<file path="config.mk">
export PLATFORM = sky130hd
export DESIGN_NAME = target_generator
export DESIGN_NICKNAME = d
export VERILOG_FILES = /design/src/rtl/target_generator.sv
export SDC_FILE = /design/constraint.sdc
export NUM_CORES = 1
export LEC_CHECK = 0
export BUFFER_PORTS_ARGS = -buffer_cell sky130_fd_sc_hd__buf_2
export CAP_MARGIN = 20
export CORE_MARGIN = 5
export CORE_UTILIZATION = 58
export CTS_CLUSTER_DIAMETER = 80
export CTS_CLUSTER_SIZE = 16
export DETAILED_ROUTE_END_ITERATION = 8
export PLACE_DENSITY = 0.85
export SKIP_CTS_REPAIR_TIMING = 1
export SYNTH_ARGS = -nofsm -noshare
export SYNTH_HDL_FRONTEND = slang
export SYNTH_SLANG_ARGS = --single-unit
</file>
<file path="constraint.sdc">
create_clock -name CLK -period 3.15 [get_ports CLK]
set_clock_uncertainty 0.15 [all_clocks]
set_input_delay 0.315 -clock CLK [delete_from_list [all_inputs] [get_ports CLK]]
set_output_delay 0.315 -clock CLK [all_outputs]
set_load 0.02 [all_outputs]
</file>
<file path="src/rtl/target_generator.sv">
// Food/target coordinate generator for the 160x120 snake grid: free-running LFSRs
// feed rejection sampling, with a bounded fold-back so a target always appears.
module target_generator #(
    parameter int unsigned MAX_X     = 159,
    parameter int unsigned MAX_Y     = 119,
    parameter logic [7:0]  INIT_X    = 8'd40,
    parameter logic [6:0]  INIT_Y    = 7'd30,
    parameter logic [7:0]  SEED_X    = 8'hA5,
    parameter logic [6:0]  SEED_Y    = 7'h3B,
    parameter int unsigned MAX_TRIES = 16
) (
    input  logic       CLK,
    input  logic       RESET,
    input  logic [1:0] MSM_State,
    input  logic       REACHED_TARGET,
    output logic [7:0] Random_Target_Address_X,
    output logic [6:0] Random_Target_Address_Y,
    output logic       TARGET_VALID
);

    localparam logic [1:0] ST_IDLE   = 2'd0;
    localparam logic [1:0] ST_SEARCH = 2'd1;
    localparam logic [1:0] ST_HOLD   = 2'd2;

    localparam logic [1:0] MSM_IDLE = 2'b00;
    localparam logic [1:0] MSM_PLAY = 2'b01;

    localparam int               TRY_W    = (MAX_TRIES > 1) ? $clog2(MAX_TRIES) : 1;
    localparam logic [TRY_W-1:0] LAST_TRY = TRY_W'(MAX_TRIES - 1);
    localparam logic [7:0]       LIM_X    = 8'(MAX_X);
    localparam logic [6:0]       LIM_Y    = 7'(MAX_Y);
    localparam logic [8:0]       MOD_X    = 9'(MAX_X + 1);
    localparam logic [7:0]       MOD_Y    = 8'(MAX_Y + 1);

    logic [1:0]       state;
    logic [7:0]       lfsr_x;
    logic [6:0]       lfsr_y;
    logic             reached_q;
    logic [TRY_W-1:0] try_cnt;

    logic             rt_rise;
    logic             accept;
    logic             fold_hit;
    logic [7:0]       fold_x;
    logic [6:0]       fold_y;
    logic [7:0]       forced_x;

    assign rt_rise = REACHED_TARGET & ~reached_q;

    assign accept = (lfsr_x <= LIM_X) && (lfsr_y <= LIM_Y) &&
                    ((lfsr_x != Random_Target_Address_X) || (lfsr_y != Random_Target_Address_Y));

    // A modulo equals the single subtract-fold on the full grid, and still keeps
    // the result in range when the grid limits are overridden to something tiny.
    assign fold_x   = 8'({1'b0, lfsr_x} % MOD_X);
    assign fold_y   = 7'({1'b0, lfsr_y} % MOD_Y);
    assign fold_hit = (fold_x == Random_Target_Address_X) && (fold_y == Random_Target_Address_Y);
    assign forced_x = !fold_hit          ? fold_x :
                      (fold_x == LIM_X)  ? 8'd0   : fold_x + 8'd1;

    assign TARGET_VALID = (state == ST_HOLD);

    always_ff @(posedge CLK or negedge RESET) begin
        if (!RESET) begin
            state                   <= ST_IDLE;
            lfsr_x                  <= SEED_X;
            lfsr_y                  <= SEED_Y;
            reached_q               <= 1'b0;
            try_cnt                 <= '0;
            Random_Target_Address_X <= INIT_X;
            Random_Target_Address_Y <= INIT_Y;
        end else begin
            lfsr_x    <= {lfsr_x[6:0], lfsr_x[7] ^ lfsr_x[5] ^ lfsr_x[4] ^ lfsr_x[3]};
            lfsr_y    <= {lfsr_y[5:0], lfsr_y[6] ^ lfsr_y[5]};
            reached_q <= REACHED_TARGET;

            // Leaving play always wins over a pending accept or head-on-target event.
            case (state)
                ST_IDLE: begin
                    if (MSM_State == MSM_PLAY) begin
                        state   <= ST_SEARCH;
                        try_cnt <= '0;
                    end else if (MSM_State == MSM_IDLE) begin
                        Random_Target_Address_X <= INIT_X;
                        Random_Target_Address_Y <= INIT_Y;
                    end
                end
                ST_SEARCH: begin
                    if (MSM_State != MSM_PLAY) begin
                        state <= ST_IDLE;
                    end else if (accept) begin
                        Random_Target_Address_X <= lfsr_x;
                        Random_Target_Address_Y <= lfsr_y;
                        state                   <= ST_HOLD;
                    end else if (try_cnt == LAST_TRY) begin
                        Random_Target_Address_X <= forced_x;
                        Random_Target_Address_Y <= fold_y;
                        state                   <= ST_HOLD;
                    end else begin
                        try_cnt <= try_cnt + 1'b1;
                    end
                end
                ST_HOLD: begin
                    if (MSM_State != MSM_PLAY) begin
                        state <= ST_IDLE;
                    end else if (rt_rise) begin
                        state   <= ST_SEARCH;
                        try_cnt <= '0;
                    end
                end
                default: state <= ST_IDLE;
            endcase
        end
    end

endmodule
</file>
== Word-level counts from Yosys, hierarchy flattened ==
Cells that the tools add are included.

* Register bits after elaboration: 37
* Bits of input ports: 5
* Logic and storage cells: 79

* Add/subtract/negate cells: 2
* Div/mod/pow operators: 2
* Magnitude comparators: 2
* Eq/ne operators: 21
* Mux-type cells: 28
* Bitwise operators: 6
* Reductions and logical operators: 11

{| class="wikitable"
|+ Operators with widths
! cell !! count
|-
| $mux 8 || 7
|-
| $mux 7 || 5
|-
| $mux 4 || 6
|-
| $pmux 8 s2 || 1
|-
| $ne 2x2->1 const B || 7
|-
| $pmux 7 s2 || 1
|-
| $mux 2 || 6
|-
| $pmux 4 s3 || 1
|-
| $mod 8x8->9 const B || 1
|-
| $add 8x1->8 const B || 1
|-
| $eq 8x8->1 || 1
|-
| $eq 8x8->1 const B || 1
|-
| $le 8x8->1 const B || 1
|-
| $mod 7x7->8 const B || 1
|-
| $ne 8x8->1 || 1
|-
| $eq 7x7->1 || 1
|-
| $le 7x7->1 const B || 1
|-
| $ne 7x7->1 || 1
|-
| $reduce_and 7->1 || 1
|-
| $pmux 2 s3 || 1
|-
| $reduce_and 5->1 || 1
|-
| $add 4x1->4 const B || 1
|-
| $eq 2x1->1 const B || 2
|-
| $eq 4x4->1 const B || 1
|-
| 14 further kinds || 21
|}

== Logic depth before layout (Yosys ltp) ==
Gate-level depths: netlist (run 1).

* Depth after elaboration: 8
* Mapped depth: 9
* Depth with buffers taken out: 7

== Worst setup path after synthesis (run 1) ==
No wires, ideal clock.

* Path type: register to register
* Start: register Random_Target_Address_X[3]
* End: register Random_Target_Address_X[1]
* Library setup time: 0.121 ns
* Arrival time: 2.299 ns
* Required time: 2.879 ns
* Slack: 0.580 ns
* Stages on the path, launching flop included: 9
* Buffers on the path: 1
* Period minus slack after synthesis: 2.570 ns
* Cell sequence: dfstp_2 xnor2_1 nand3_1 a2111oi_4 nand4_4 or2_1 buf_6 mux2_1 a22o_1

* Longest elaborated chain between the ends: 7
* Elaborated cells on any way between the ends: 12
* Those cells by class: eq/ne (3); mux (5); reduce/logical (4)

{| class="wikitable"
|+ Ends and longest elaborated chain
! what !! RTL line !! text
|-
| start: declaration || 16 || <nowiki>output logic [7:0] Random_Target_Address_X,</nowiki>
|-
| start signal: assignment || 92 || <nowiki>Random_Target_Address_X <= lfsr_x;</nowiki>
|-
| start signal: assignment || 96 || <nowiki>Random_Target_Address_X <= forced_x;</nowiki>
|-
| $eq 8x8->1 || 57 || <nowiki>assign fold_hit = (fold_x == Random_Target_Address_X) && (fold_y == Random_Target_Address_Y);</nowiki>
|-
| $logic_and 1x1->1 || 57 ||
|-
| $mux 8 || 58 || <nowiki>assign forced_x = !fold_hit ? fold_x :</nowiki>
|-
| $mux 8 || 95 || <nowiki>end else if (try_cnt == LAST_TRY) begin</nowiki>
|-
| $mux 8 || 91 || <nowiki>end else if (accept) begin</nowiki>
|-
| $mux 8 || 89 || <nowiki>if (MSM_State != MSM_PLAY) begin</nowiki>
|-
| $pmux 8 s2 || 78 || <nowiki>case (state)</nowiki>
|}

Parallel ways exist; a longest one is shown, timed or not. The select of a mux whose other input is x is not followed.
A chain may end at the register's enable or synchronous reset.

== Final worst setup path (run 1) ==
* Start: register lfsr_x[2]
* End: register Random_Target_Address_X[1]

* Longest elaborated chain between the ends: 8
* Elaborated cells on any way between the ends: 18
* Those cells by class: add/sub (1); div (1); order compare (1); eq/ne (4); mux (6); reduce/logical (5)

{| class="wikitable"
|+ Ends and longest elaborated chain
! what !! RTL line !! text
|-
| start: declaration || 36 || <nowiki>logic [7:0] lfsr_x;</nowiki>
|-
| start signal: assignment || 73 || <nowiki>lfsr_x <= {lfsr_x[6:0], lfsr_x[7] ^ lfsr_x[5] ^ lfsr_x[4] ^ lfsr_x[3]};</nowiki>
|-
| $mod 8x8->9 || 55 || <nowiki>assign fold_x = 8'({1'b0, lfsr_x} % MOD_X);</nowiki>
|-
| $add 8x1->8, or another cell as far along || 59 || <nowiki>(fold_x == LIM_X) ? 8'd0 : fold_x + 8'd1;</nowiki>
|-
| $mux 8 / $logic_and 1x1->1 (equally long branches) || 59, 57 ||
|-
| $mux 8 || 58 ||
|-
| $mux 8 || 95 ||
|-
| $mux 8 || 91 ||
|-
| $mux 8 || 89 ||
|-
| $pmux 8 s2 || 78 ||
|}

Parallel ways exist; a longest one is shown, timed or not. The select of a mux whose other input is x is not followed.

==> metrics.txt, run 1 <==
Area growth syn-to-layout=11.5%; CTS Sinks=37; startpoint types=flip-flop; Critical Path, Cell by Cell=xnor2_1 > nand3_1 > a2111oi_4 > nand4_4 > or2_1 > mux2_1 > a22o_1; share of layout cells above drive strength 1=0.240; CP Max Fanout=7; VDD IR-drop max=0.388 mV; LEAKAGE=0.994 nW; final worst path period need=2.79 ns; largest net degree at the start of global routing=38; Crit-path slowest cell=dfstp_2; Worst-Skew Late Latency=0.34 ns; routability cong.=0.923; Setup CP Type=flip-flop to flip-flop; Port Buf Inserts=20; IO Pins=21; Yosys top cell area share=0.266; hold_ws=0.0992 ns; Net Switching=240 uW; htree depth=2; Reg power frac=0.546; area post-placement=2200 um2; HP Class=input port to flip-flop; setup TNS=0 ns; Post-Layout Inst Area=2310 um2; residual DRC count=0; height of the die=69.8 um; root buffer cell=clkbuf_4; P per Cell Area=408 nW/um2; initial DRC count=137; Yosys top cell by area=dfrtp_1; hpwl dp=3.26 mm; Die ar.=4870 um2; Worst EP arrival=2.88 ns; run status=finished, final reports clean; Routed WL=4.44 mm; Max Slew Vio Count=0; num rows=21; first-pass GRT wire length=7.50 mm; max-cap viol count=0; deepest clock path buffer count=2; Fin. Hold Viols=0; Final Util=0.682; Inserted Clock Buffers=5; most common cell after layout, fill and taps aside=dfrtp_1; initial antenna violation count=0; Clock power frac=0.349; commonest cells after routing, fill and taps aside=22 x dfrtp_1, 21 x nor2_1, 20 x buf_2; number of global-route vias before repair=1,510; Tcrit/Tclk final=0.885; Post-synth EDFFs=0; relative slew slack=0.477; synth unique cells=56; CTS tree=built; Main synth FF type=dfrtp_1; worst-margin pin slew=0.784 ns; Ys Warns=0; sequential element share of the synthesized area=0.456; Mapped Cells=204; fraction of registers with async set/reset=1.00; CP Capture Type=flip-flop; DR pass1 iterations=4; flops & latches, synth=37; core area=3390 um2; P_int=703 uW; die width=69.8 um; final setup fails=0; Sw Share=0.255; syn_nets=213; Syn Std Cell Area=2070 um2; via count of the routed design=1,637; # diodes=0; Combinational Power Share=0.104; Final #Nets=237; max incr delay on CP=0.60 ns; Starting Density=0.612; routed wire length per instance=16.2 um; fillers=269; syn avg cell area=10.2 um2; Worst Path Required=3.24 ns; Final ANT Viol Nets=0; GRT Overall Usage=0.195; via/cell ratio=5.95; GRT Residual Overflow=0; dominant cells by area after synthesis=dfrtp_1 27%, dfstp_2 19%, xnor2_1 5.9%; RSZ-0062 raised after global routing=no; clock-pin transition on the worst setup and hold timing paths=0.11 ns; Max Freq=359 MHz
## stage by stage
step	cells	total power [mW]	setup WS, ns
6_report	275	0.943	0.363
2_1_floorplan	204	0.581	0.580
3_5_place_dp	264	0.620	0.404
4_1_cts	272	0.949	0.366
5_1_grt	275	0.988	0.232
3_3_place_gp	264	0.617	0.461
## power groups by stage
stage                     sequential [mW]  combinational (mW)  clock [mW]
after floorplan                     0.533              0.0482           0
after global placement              0.523              0.0945           0
after detailed placement            0.523              0.0965           0
after CTS                           0.515              0.0967       0.337
after global routing                0.519               0.109       0.361
final                               0.515              0.0985       0.329
## synth_stat cells (2+ instances only)
master	n
dfrtp_1	22
nor2_1	21
nand2_1	16
dfstp_2	15
xnor2_1	14
a21oi_1	12
inv_1	9
nand3_1	8
a22o_1	6
o21ai_0	6
xor2_1	6
ha_1	4
a32o_1	3
buf_2	3
nor3b_1	3
or3_1	3
a31oi_1	2
and2_1	2
and3_1	2
and3b_1	2
buf_4	2
clkbuf_1	2
mux2_2	2
nor2b_1	2
nor3_1	2
nor4_1	2
nor4bb_1	2
o31ai_1	2
o32a_1	2
## cells by family after synthesis
family | share of synthesized area
mux | 0.0163
xor+xnor | 0.0845
simple gates | 0.200
buf+inv | 0.0398
fa+ha+maj | 0.0241
compound gates | 0.180
flops | 0.456
## sequential cells by signal, indices dropped and copies added, names as in the netlist
name	count
lfsr_x	8
state	2
Random_Target_Address_X	8
reached_q	1
try_cnt	4
Random_Target_Address_Y	7
lfsr_y	7
## path summary, 6_finish.rpt
kind | end | slack (ns) | startpoint | cells past startpoint
setup / recovery | Random_Target_Address_X[1]$_DFFE_PN0P_ | 0.36 | lfsr_x[2]$_DFF_PN1_ | 7
hold / removal | state[1]$_DFFE_PN0P_ | 0.1 | MSM_State[0] | 2
setup reg to reg | Random_Target_Address_X[1]$_DFFE_PN0P_ | 0.36 | lfsr_x[2]$_DFF_PN1_ | 7
hold reg to reg | lfsr_y[1]$_DFF_PN1_ | 0.26 | lfsr_y[0]$_DFF_PN1_ | 0
max in group asynchronous | try_cnt[2]$_DFFE_PN0P_ | 1.93 | RESET | 2
min in group asynchronous | Random_Target_Address_X[4]$_DFFE_PN0P_ | 0.43 | RESET | 2
## cell type report
| class | instances | area [um2] | area share |
|---|---|---|---|
| clock buffer | 5 | 37.5 | 0.0162 |
| clock inverter | 3 | 46.3 | 0.0200 |
| inverter | 9 | 33.8 | 0.0146 |
| multi-input combinational | 150 | 1050 | 0.453 |
| sequential | 37 | 945 | 0.409 |
| tap | 46 | 57.6 | 0.0249 |
| timing repair buffer | 25 | 145 | 0.0628 |
## metal layers
| metal | vias up | track usage | wire [um] |
|---|---|---|---|
| met2 | 43 | 0.284 | 2000 |
| met1 | 803 | 0.280 | 2100 |
| met3 | 7 | 0.0435 | 280 |
| met4 | 0 | 0.0766 | 63 |
| li1 | 784 | - | - |
| met5 | - | 0 | 0 |
## worst max-delay path: cells and delay by family, from the launching register on
kind            cells  cell delay (ns)
compound gates      2             0.71
xor+xnor            1             0.14
flops               1             0.60
mux                 1             0.34
simple gates        3             0.74
Power figures use the tool's default switching activity.
==> run 2, diff against run 1 <==
Settings changed: BUFFER_PORTS_ARGS -buffer_cell sky130_fd_sc_hd__buf_2 to -buffer_cell sky130_fd_sc_hd__buf_4.
Clock period 3.15 ns to 3.11 ns, I/O delays scaled along.
==> run 2 against run 1 <==
Total power up 3.3%; maximum frequency grew 1.9%; largest power group unchanged; non-clock buffer count is the same; critical path depth unchanged; wire length decreased by 1.6%; clock power is 5% higher; final area increased by 2.2%; die area stayed put; sequential power up 1%; flip-flop and latch count unchanged; highest routed layer unchanged; combinational power rose by 9%; first-iteration DRC count grew 42%.
==> metrics.txt, run 2 (synthesized netlist as in run 1, its figures left out) <==
run status=finished, final reports clean; HP Class=input port to flip-flop; routed wire length per instance=15.9 um; Max Slew Vio Count=0; IO Pins=21; GRT Residual Overflow=0; largest registers=Random_Target_Address_X: 8 flops, lfsr_x: 8 flops; pre-CTS setup slack=0.428 ns; DR pass1 iterations=4; relative slew slack=0.691; die width=69.8 um; Fin. Hold Viols=0; Routed WL=4.37 mm; number of global-route vias before repair=1,532; Port Buf Inserts=20; htree depth=2; residual DRC count=0; max-cap viol count=0; root buffer cell=clkbuf_4; Area growth syn-to-layout=13.9%; Finished Layout Cells=275; initial antenna violation count=0; Final Util=0.697; worst-margin pin slew=0.463 ns; core area=3390 um2; hpwl dp=3.16 mm; largest net degree at the start of global routing=38; share of layout cells above drive strength 1=0.236; deepest clock path buffer count=2; VDD IR-drop max=0.378 mV; CTS Sinks=37; commonest cells after routing, fill and taps aside=22 x dfrtp_1, 22 x buf_4, 21 x nor2_1; r2r setup slk=0.37 ns; Worst Setup Slack, final=0.374 ns; Tcrit/Tclk final=0.880; first-pass GRT wire length=7.62 mm; Setup CP Type=flip-flop to flip-flop; CP Capture Type=flip-flop; RSZ-0062 raised after global routing=no; Die ar.=4870 um2; height of the die=69.8 um; startpoint types=flip-flop; num rows=21; Worst EP arrival=2.82 ns; CP Max Fanout=5; final worst path period need=2.74 ns; via count of the routed design=1,630; Worst Path Required=3.20 ns; CTS tree=built; Max Freq=365 MHz; dpl cells=264; final setup fails=0; setup TNS=0 ns; Final ANT Viol Nets=0; Starting Density=0.612; routability cong.=0.886; clock-pin transition on the worst setup and hold timing paths=0.10 ns; Worst-Skew Late Latency=0.35 ns; fillers=259; Inserted Clock Buffers=5; initial DRC count=195; Final #Nets=237; # diodes=0; LEAKAGE=1.01 nW; via/cell ratio=5.93; P per Cell Area=412 nW/um2; GRT Overall Usage=0.197
-- run 2: cell types whose count changed in the layout (fill, tap and decap cells not counted) --
cell,change
clkbuf_1,+1
clkinv_4,-1
buf_2,-20
buf_4,+20
clkinvlp_4,-1
clkbuf_8,+1
-- run 2: path summary, 6_finish.rpt --
path,start,cells after the start,to
max,Random_Target_Address_Y[4]$_DFFE_PN1P_,7,try_cnt[2]$_DFFE_PN0P_
min,MSM_State[0],2,state[1]$_DFFE_PN0P_
max reg2reg,Random_Target_Address_Y[4]$_DFFE_PN1P_,7,try_cnt[2]$_DFFE_PN0P_
min reg2reg,lfsr_y[0]$_DFF_PN1_,0,lfsr_y[1]$_DFF_PN1_
max in group asynchronous,RESET,2,Random_Target_Address_Y[3]$_DFFE_PN1P_
min in group asynchronous,RESET,2,Random_Target_Address_X[1]$_DFFE_PN0P_
-- run 2: area by class of cell --
cell class              instances  area (um2)  share of cell area
repair buffers                 25         195              0.0826
well taps                      46        57.6              0.0244
inverters                       9        33.8              0.0143
multi-input cells             150        1050               0.443
clock buffers                   7        55.1              0.0233
flip-flops and latches         37         945               0.400
clock inverters                 1        30.0              0.0127
-- run 2: routing by layer --
layer  wire, um  track usage  share of wire
met5          0            0              0
met4         68       0.0766          0.016
met3        332       0.0565          0.076
met2       1920        0.271           0.44
met1       2060        0.288           0.47
-- run 2: stage by stage --
step | total power, mW | instance area (um2) | hold WS (ns)
3_5_place_dp | 0.635 | 2250 | 0.139
5_1_grt | 1.03 | 2360 | 0.0790
3_3_place_gp | 0.634 | 2250 | 0.142
6_report | 0.974 | 2360 | 0.101
2_1_floorplan | 0.588 | 2070 | -0.135
4_1_cts | 0.981 | 2330 | -0.252
-- run 2: power breakdown --
group | switching, mW | internal, mW | leakage, nW
Sequential | 0.0192 | 0.503 | 0.460
Combinational | 0.0607 | 0.0462 | 0.503
Clock | 0.153 | 0.192 | 0.0455
-- run 2: critical path, cell delays in order, from the launching register on --
cell     delay, ns
dfstp_2       0.62
and2b_1       0.23
nor4_1        0.21
and4_1        0.34
a21oi_1       0.17
nor4b_1       0.36
mux2_2        0.38
a22o_1        0.18
==> run 3, diff against run 2 <==
Settings changed: CELL_PAD_IN_SITES_DETAIL_PLACEMENT from default to 0, CELL_PAD_IN_SITES_GLOBAL_PLACEMENT from default to 1, CORE_UTILIZATION 58 to 49, PLACE_DENSITY 0.85 to 0.9.
Clock period 3.11 ns to 3.33 ns, I/O delays scaled along.
==> run 3 against run 2 <==
Register-to-register slack improved by 0.26 ns; wire length increased by 3.2%; sequential power decreased by 6.5%; largest cell class unchanged; non-clock buffer count decreased by 1; sequential share of layout area decreased by 0.19 points; critical path type is now input port to flip-flop; clock-buffer cell count unchanged.
==> metrics.txt, run 3 (synthesized netlist as in run 1, its figures left out) <==
core area=4060 um2; largest net degree at the start of global routing=38; Final ANT Viol Nets=0; startpoint types=input port; GRT Residual Overflow=0; IO Pins=21; deepest clock path buffer count=2; final setup fails=0; GRT Overall Usage=0.178; hold_ws=0.0576 ns; # diodes=0; met3 Usage GRT=0.0467; height of the die=75.0 um; CP Capture Type=flip-flop; num rows=23; Post-Layout Inst Area=2370 um2; Combinational Power Share=0.107; Port Buf Inserts=20; P_int=700 uW; initial antenna violation count=0; htree depth=2; pre-CTS setup slack=0.663 ns; commonest cells after routing, fill and taps aside=22 x dfrtp_1, 22 x buf_4, 21 x nor2_1; Worst EP arrival=2.81 ns; CTS tree=built; first-pass GRT wire length=7.52 mm; Max Freq=361 MHz; P per Cell Area=393 nW/um2; root buffer cell=clkbuf_8; Fin. Hold Viols=0; RSZ-0062 raised after global routing=no; routed wire length per instance=16.2 um; Finished Layout Cells=278; clock-pin transition on the worst setup and hold timing paths=0.07 ns; setup TNS=0 ns; GRT busiest layer=met1; Net Switching=233 uW; routability cong.=0.832; Area growth syn-to-layout=14.5%; share of layout cells above drive strength 1=0.241; met2 Track Usage GR=0.251; number of global-route vias before repair=1,539; Reg power frac=0.523; Die ar.=5630 um2; initial DRC count=85; largest registers=Random_Target_Address_X: 8 flops, lfsr_x: 8 flops; Clock power frac=0.370; via/cell ratio=5.76; run status=finished, final reports clean; worst-margin pin slew=0.463 ns; Worst Setup Slack, final=0.556 ns; relative slew slack=0.691; dpl cells=268; hpwl dp=3.19 mm; Max Slew Vio Count=0; HP Class=input port to flip-flop; LEAKAGE=1.01 nW; CP Max Fanout=13; Tcrit/Tclk final=0.833; Inserted Clock Buffers=5; GR met1 Demand/Resource=0.261; Worst-Skew Late Latency=0.29 ns; VDD IR-drop max=0.309 mV; CTS Sinks=37; fillers=356; footprint of the multi-input gates=1050 um2; Final #Nets=236; max-cap viol count=0; area post-placement=2250 um2; Worst Path Required=3.37 ns; register area=945 um2; Sw Share=0.250; Setup CP Type=input port to flip-flop; via count of the routed design=1,601; die width=75.0 um; DR pass1 iterations=4; Routed WL=4.51 mm; Starting Density=0.511; residual DRC count=0; final worst path period need=2.77 ns
run 3: changes by cell type in the layout (fill, tap and decap cells not counted):
cell / delta
clkbuf_1: -1
dlygate4sd3_1: -1
clkbuf_4: -5
bufinv_16: -1
clkbuf_8: +6
clkinv_2: +1
run 3: critical path: stages:
cell           delay [ns]
dlygate4sd3_1        0.53
buf_4                0.11
inv_1                0.03
o21ai_0              0.21
nand3b_1             0.24
or3b_2               0.55
a21oi_1              0.14
buf_4                0.22
o21ai_0              0.17
o31ai_1              0.29
run 3: path summary, 6_finish.rpt:
kind | cells past startpoint | end | slack (ns) | start
min | 2 | state[1]$_DFFE_PN0P_ | 0.06 | MSM_State[1]
max in group asynchronous | 2 | Random_Target_Address_Y[4]$_DFFE_PN1P_ | 2.29 | RESET
min in group asynchronous | 2 | lfsr_x[4]$_DFF_PN0_ | 0.39 | RESET
min reg2reg | 0 | lfsr_y[1]$_DFF_PN1_ | 0.25 | lfsr_y[0]$_DFF_PN1_
max reg2reg | 7 | Random_Target_Address_X[3]$_DFFE_PN1P_ | 0.63 | lfsr_x[2]$_DFF_PN1_
max | 10 | Random_Target_Address_X[6]$_DFFE_PN0P_ | 0.56 | REACHED_TARGET
run 3: layer usage:
metal,vias up,wire [um]
met5,-,0
met4,0,68
met3,8,210
met2,36,1910
met1,773,2320
li1,784,-
run 3: final cells by class:
type                            instances  area share
Tap cell                               50      0.0264
Clock inverter                          1     0.00211
Timing Repair Buffer                   24      0.0780
Sequential cell                        37       0.398
Clock buffer                            7      0.0406
Inverter                                9      0.0142
Multi-Input combinational cell        150       0.441
run 3: metrics by stage:
stage               total power, mW   util
global placement              0.593  0.555
global route                  0.973  0.585
CTS                           0.942  0.580
floorplan                     0.550      -
finish                        0.932  0.585
detailed placement            0.594  0.555
run 3: power groups by stage:
stage                     combinational (mW)  sequential [mW]  clock, mW
after floorplan                       0.0456            0.504          0
after global placement                0.0978            0.495          0
after detailed placement              0.0992            0.495          0
after CTS                             0.0993            0.487      0.356
after global routing                   0.109            0.490      0.375
final                                 0.0995            0.488      0.345
